<file path="src/rtl/zc_pkg.sv">
// Shared types and constants for the zero-check scheduler.
package zc_pkg;

    typedef enum logic [1:0] {
        StIdle,
        StSettle,
        StResp
    } zc_state_t;

    // Requester ids, also the bit positions in req_*/resp_* vectors.
    localparam logic ZC_REQ_FLAG = 1'b0;
    localparam logic ZC_REQ_CBZ  = 1'b1;

    localparam int unsigned ZC_SETTLE = 4;

    function automatic logic [1:0] zc_onehot(input logic id);
        return id ? 2'b10 : 2'b01;
    endfunction

endpackage

</file>
<file path="src/rtl/check_zero.sv">
// Ripple zero detector: a chained OR across the operand. Slow (multi-cycle) by nature.
module check_zero #(
    parameter int unsigned WIDTH = 64
) (
    input  logic [WIDTH-1:0] op,
    output logic             zero
);

    logic any_set;

    // Walk the operand bit by bit so the OR chain stays a single ripple path.
    always_comb begin
        any_set = 1'b0;
        for (int i = 0; i < WIDTH; i++) begin
            any_set = any_set | op[i];
        end
        zero = ~any_set;
    end

endmodule

</file>
<file path="src/rtl/zero_check_sched.sv">
// Time-shares one slow zero detector between the flag path and the CBZ path.
module zero_check_sched
    import zc_pkg::*;
#(
    parameter int unsigned WIDTH  = 64,
    parameter int unsigned SETTLE = ZC_SETTLE
) (
    input  logic             clk,
    input  logic             reset_n,
    input  logic [1:0]       req_valid,
    input  logic [WIDTH-1:0] req_data0,
    input  logic [WIDTH-1:0] req_data1,
    output logic [1:0]       req_ready,
    output logic [1:0]       resp_valid,
    input  logic [1:0]       resp_ready,
    output logic             resp_zero,
    input  logic             flush,
    output logic             busy
);

    localparam int unsigned    CW       = $clog2(SETTLE) + 1;
    localparam logic [CW-1:0]  CNT_LOAD = CW'(SETTLE - 1);

    zc_state_t       state_q, state_d;
    logic [WIDTH-1:0] op_q;
    logic [CW-1:0]   cnt_q;
    logic            zero_q;
    logic            gid_q;
    logic            last_q;

    logic            grant_id;
    logic            accept;
    logic            cbz_flush;
    logic            settle_done;
    logic            det_zero;

    check_zero #(
        .WIDTH (WIDTH)
    ) u_check_zero (
        .op   (op_q),
        .zero (det_zero)
    );

    // Round-robin pick: on a tie, grant the requester not served last time.
    always_comb begin
        if (req_valid == 2'b11) begin
            grant_id = ~last_q;
        end else begin
            grant_id = req_valid[1];
        end
    end

    assign accept      = (state_q == StIdle) && (req_valid != 2'b00);
    assign cbz_flush   = flush && (gid_q == ZC_REQ_CBZ);
    assign settle_done = (cnt_q == '0);

    // State register.
    always_ff @(posedge clk or negedge reset_n) begin
        if (!reset_n) begin
            state_q <= StIdle;
        end else begin
            state_q <= state_d;
        end
    end

    // Next-state logic; a CBZ flush abandons the operation without a response.
    always_comb begin
        state_d = state_q;
        unique case (state_q)
            StIdle: begin
                if (accept) state_d = StSettle;
            end
            StSettle: begin
                if (cbz_flush)        state_d = StIdle;
                else if (settle_done) state_d = StResp;
            end
            StResp: begin
                if (cbz_flush || resp_ready[gid_q]) state_d = StIdle;
            end
            default: state_d = StIdle;
        endcase
    end

    // Outputs; req_ready is also forced low while reset is held.
    always_comb begin
        req_ready  = 2'b00;
        resp_valid = 2'b00;
        resp_zero  = 1'b0;
        busy       = (state_q != StIdle);
        if (state_q == StIdle && reset_n && req_valid != 2'b00) begin
            req_ready = zc_onehot(grant_id);
        end
        if (state_q == StResp) begin
            resp_valid = zc_onehot(gid_q);
            resp_zero  = zero_q;
        end
    end

    // Capture operand and grant on acceptance so later data changes cannot leak in.
    always_ff @(posedge clk or negedge reset_n) begin
        if (!reset_n) begin
            op_q   <= '0;
            gid_q  <= 1'b0;
            last_q <= 1'b1;
        end else if (accept) begin
            op_q   <= grant_id ? req_data1 : req_data0;
            gid_q  <= grant_id;
            last_q <= grant_id;
        end
    end

    // Settle countdown: loads SETTLE-1 on acceptance, counts down to zero.
    always_ff @(posedge clk or negedge reset_n) begin
        if (!reset_n) begin
            cnt_q <= '0;
        end else if (accept) begin
            cnt_q <= CNT_LOAD;
        end else if (state_q == StSettle && !settle_done) begin
            cnt_q <= cnt_q - 1'b1;
        end
    end

    // Sample the detector only once its ripple has settled.
    always_ff @(posedge clk or negedge reset_n) begin
        if (!reset_n) begin
            zero_q <= 1'b0;
        end else if (state_q == StSettle && settle_done) begin
            zero_q <= det_zero;
        end
    end

endmodule

</file>
<file path="config.mk">
export PLATFORM = sky130hd
export DESIGN_NAME = zero_check_sched
export DESIGN_NICKNAME = d
export VERILOG_FILES = /design/src/rtl/zc_pkg.sv /design/src/rtl/check_zero.sv /design/src/rtl/zero_check_sched.sv
export SDC_FILE = /design/constraint.sdc
export NUM_CORES = 1
export LEC_CHECK = 0
export BUFFER_PORTS_ARGS = -buffer_cell sky130_fd_sc_hd__buf_2
export CAP_MARGIN = 20
export CORE_UTILIZATION = 50
export DETAILED_ROUTE_END_ITERATION = 12
export GPL_ROUTABILITY_DRIVEN = 0
export PLACE_DENSITY = 0.82
export SLEW_MARGIN = 20
export SYNTH_ARGS = -nofsm -noshare
export SYNTH_HDL_FRONTEND = slang
export SYNTH_HIERARCHICAL = 1
export SYNTH_SLANG_ARGS = --single-unit
</file>
<file path="constraint.sdc">
create_clock -name clk -period 1.6 [get_ports clk]
set_input_delay 0.32 -clock clk [delete_from_list [all_inputs] [get_ports clk]]
set_output_delay 0.32 -clock clk [all_outputs]
set_load 0.005 [all_outputs]
</file>
# [After elaboration in Yosys (flattened, before gate mapping)]
# Index checks and enable logic that the tools add are counted.
[classes] addsub=1 n_lt_le_gt_ge=1 eq_ne=6 mux=16 n_bitwise=65 n_reduce_logical=14
[ops] operator="$mux W64" count=1
[ops] operator="$or A1 B1 Y1" count=63
[ops] operator="$mux W2" count=8
[ops] operator="$logic_and A1 B1 Y1" count=6
[ops] operator="$mux W3" count=2
[ops] operator="$pmux W2 S3" count=1
[ops] operator="$reduce_bool A2 Y1" count=3
[ops] operator="$eq A2 B2 Y1 const B" count=2
[ops] operator="$mux W1" count=4
[ops] operator="$ne A2 B2 Y1 const B" count=2
[ops] operator="$logic_not A3 Y1" count=1
[ops] operator="$ne A3 B3 Y1 const B" count=1
[ops] operator="$reduce_and A3 Y1" count=1
[ops] operator="$sub A3 B1 Y3 const B" count=1
[ops] operator="$eq A2 B1 Y1 const B" count=1
[ops] operator="$logic_not A2 Y1" count=1
[ops] operator="$lt A1 B2 Y1 const B" count=1
[ops] operator="$not A1 Y1" count=2
[ops] operator="$logic_not A1 Y1" count=1
[ops] operator="$logic_or A1 B1 Y1" count=1
[word_totals] reg_bits=72 input_bits=135 out_inout_bits=6 word_cells=109

# [Logic depth before layout (Yosys ltp)]
[logic_depth] depth_word=64 mapped_depth=6 depth_no_buf=5

# [Hierarchy]
# Netlist, hierarchy kept.
[modules_own_cells] mod="zero_check_sched" instances=1 cells_per_inst=340 area_per_inst_um2=3928.8 seq_area_each_um2=1803.0
[modules_own_cells] mod="check_zero" instances=1 cells_per_inst=21 area_per_inst_um2=143.9 seq_area_each_um2=0.0

# [Least setup slack after synthesis]
# OpenSTA, ideal clock, no wires.
[synth_timing] path_kind="register to output" from="register state_q[1]" to="output port req_ready[0]" arrival_time_ps=1162 required_time_ps=1280 setup_slack_ps=118 path_stages_with_launch=6 path_buffers=2 cell_sequence="dfrtp_1 > or2_1 > buf_6 > nor2_8 > buf_8 > and3_1"
[synth_via] elab_chain_cells=4
[synth_lines] item="start: declaration" line="zero_check_sched.sv:24" text="zc_state_t state_q, state_d;"
[synth_lines] item="start signal: assignment" line="zero_check_sched.sv:60" text="state_q <= StIdle;"
[synth_lines] item="start signal: assignment" line="zero_check_sched.sv:62" text="state_q <= state_d;"
[synth_lines] item="$logic_not A2 Y1" line="zero_check_sched.sv:90" text="if (state_q == StIdle && reset_n && req_valid != 2'b00) begin"
[synth_lines] item="$logic_and A1 B1 Y1 (2 in a row)" line="zero_check_sched.sv:90"
[synth_lines] item="$mux W2" line="zero_check_sched.sv:90"
[synth_lines] item="end: declaration" line="zero_check_sched.sv:13" text="output logic [1:0] req_ready,"
# No other way between the ends.

# [Final worst setup path]
# Same ends and word-level chain as after synthesis.

==> impl_metrics.json <==
{
  "start_util": 0.522,
  "cp_data_required_time_ns": 1.28,
  "ctsLongestPathBuffers": 2,
  "synth_ff_type": "dfrtp_1",
  "final_nets": 639,
  "worst_slew_pin_slew_ns": 0.704,
  "hold_class": "input port to async pin",
  "cpMaxStageDelayCell": "dfrtp_1",
  "area_growth_pct": 27.3,
  "skew_ns": 0.00926,
  "r2r_setup_slack_ns": 0.08,
  "dr_total_vias": 3525,
  "r2r-end": "op_q[1]",
  "irDropWorstVdd_uv": 774,
  "clk_pin_slew_worst_paths_ns": 0.08,
  "synth_edf_count": 0,
  "fin_ws_ns": -0.113,
  "ys_warn_count": 6,
  "num_rows": 32,
  "grt_pass1_wl_mm": 16.9,
  "wl_per_cell_um": 17.2,
  "pin_count": 141,
  "die_y_um": 92.3,
  "ys_ff_latch": 72,
  "postSynthAreaPerCell_um2": 11.3,
  "fillers": 606,
  "cp_slowest_stage_delay_ns": 0.39,
  "setup_tns_ns": -0.548,
  "slew_headroom": 0.531,
  "timing.final.hold_violations": 0,
  "setup_viol": 6,
  "regArea_mm2": 0.00180,
  "grt_overflow_total": 0,
  "synthDistinctLibCells": 38,
  "critPathLaunchType": "flip-flop",
  "final_common_cell": "buf_2",
  "antenna_found_initial": 0,
  "most-common-layout-cells": "buf_2, dfrtp_1, nand2_1, a211oi_1, a2bb2oi_2",
  "syn_nets": 498,
  "r2r_cells": 4,
  "coreArea_mm2": 0.00781,
  "syn_inst": 361,
  "maxSlewViolCount": 0,
  "leakagePower_nw": 2.25,
  "hpwl_mm": 7.35,
  "critPathArrivalTime_ns": 1.39,
  "syn-cell-area_mm2": 0.00407,
  "post_drt_via_cell_ratio": 5.79,
  "place_ws_ns": -0.0939,
  "fp.dieW_um": 92.3,
  "dp_cells": 585,
  "grt_use_total": 0.257,
  "multi_input_area_mm2": 0.00207,
  "cts_tree": "built",
  "rsz0062_at_grt": "true",
  "wl_met2_mm": 5.12,
  "ys_seq_area_frac": 0.443,
  "cts_num_sinks": 72,
  "grt_max_degree": 59,
  "critPathMaxFanout": 3,
  "wl_met3_um": 506,
  "port_buffers": 140,
  "clkLatencyLatePin_ns": 0.34,
  "ant_nets": 0,
  "min_period_over_period": 1.07,
  "antenna_cells": 0,
  "final_cells": 609,
  "root_buffer": "clkbuf_8",
  "die_area_mm2": 0.00851,
  "m1WireLength_mm": 4.65,
  "min_period_ns": 1.71,
  "dr.pass1.iters": 5,
  "worstSetupPathType": "flip-flop to output port",
  "dr.first_iter.drc_count": 193,
  "totalWireLength_mm": 10.5,
  "layout-drive-gt1-share": 0.491,
  "drc_errors": 0,
  "status": "finished with violations",
  "cp-end-kind": "output port",
  "maxCapViolCount": 0,
  "fmax_ghz": 0.584,
  "top_layer_used": "met4",
  "async_flop_share": 1.00,
  "crit_chain": "or2_4, nor2_8, and3_4, buf_6",
  "violations": "negative setup slack",
  "worstReg2RegStart": "state_q[1]",
  "powerDensity_mw_per_mm2": 1800,
  "cts_buffers": 9,
  "cts_max_level": 3,
  "first_global_vias": 3506
}
registers in the layout, summed over array words and instances (netlist names):
signal / cells
gid_q: 1
op_q: 64
cnt_q: 3
last_q: 1
zero_q: 1
state_q: 2
worst max path at each step:
stage               cells past startpoint        from      endpoint  slack [ns]
floorplan                               5  state_q[1]  req_ready[0]        0.12
global placement                        5    op_q[21]        zero_q        -0.1
detailed placement                      5    op_q[21]        zero_q       -0.09
CTS                                     4  state_q[0]  req_ready[0]       -0.11
global route                            4  state_q[1]  req_ready[1]       -0.19
finish                                  4  state_q[1]  req_ready[0]       -0.11
power breakdown:
group | leakage [nW] | switching, mW | internal (mW)
registers | 0.811 | 0.731 | 2.74
clock network | 0.112 | 0.672 | 0.912
logic | 1.32 | 1.91 | 2.34
Yosys cell counts (all sizes together) (2+ instances only):
library cell	n	area share
dfrtp	71	0.44
nand2	66	0.061
a211oi	64	0.13
a2bb2oi	64	0.20
buf	26	0.057
nor4	17	0.029
clkbuf	10	0.0092
o21ai	7	0.0086
nand4	4	0.0061
nor2b	4	0.0061
and2	3	0.0046
inv	3	0.0028
nand2b	3	0.0046
nor2	3	0.0086
and3	2	0.0031
ha	2	0.0061
or2	2	0.0037
final cells by class:
class / instances / area share
multi-input combinational: 250 / 0.399
tap: 102 / 0.0246
sequential: 72 / 0.348
timing repair buffer: 166 / 0.184
clock inverter: 6 / 0.0159
clock buffer: 10 / 0.0265
inverter: 3 / 0.00217
worst max-delay path: cells and delay by family (launching register included):
family / cells / cell delay (ns)
and+or+nand+nor: 3 / 0.57
DFF: 1 / 0.39
buffers and inverters: 1 / 0.09
per-layer routing:
layer / vias to the layer above / track usage
li1: 1666 / -
met1: 1693 / 0.351
met2: 144 / 0.403
met3: 22 / 0.0398
met4: 0 / 0.116
met5: - / 0
kinds of logic after synthesis:
group | synth area share
AO/OA/AOI/OAI | 0.350
adder cells (fa/ha/maj) | 0.00614
buffers and inverters | 0.0685
flip-flops | 0.443
multiplexers | 0.00276
AND/OR/NAND/NOR | 0.130
metrics by stage:
stage / hold WS, ns / instance area (um2) / utilization / power [mW]
after floorplan: 0.0244 / 4070 / - / 6.78
after global placement: 0.322 / 4820 / 0.617 / 7.31
after detailed placement: 0.329 / 4820 / 0.617 / 7.48
after CTS: 0.173 / 5130 / 0.658 / 9.21
after global routing: 0.210 / 5180 / 0.664 / 9.83
final: 0.150 / 5180 / 0.664 / 9.31
timing repair:
action | CTS | global route
endpoints found under the hold margin | 16 | 0
gates resized for setup | 9 | 7
endpoints found under the setup margin | 9 | 8
buffers inserted | 5 | 2
hold buffers | 1 | 0
pin swaps | 4 | 1
Note: power is estimated with default switching activity, not from simulation.
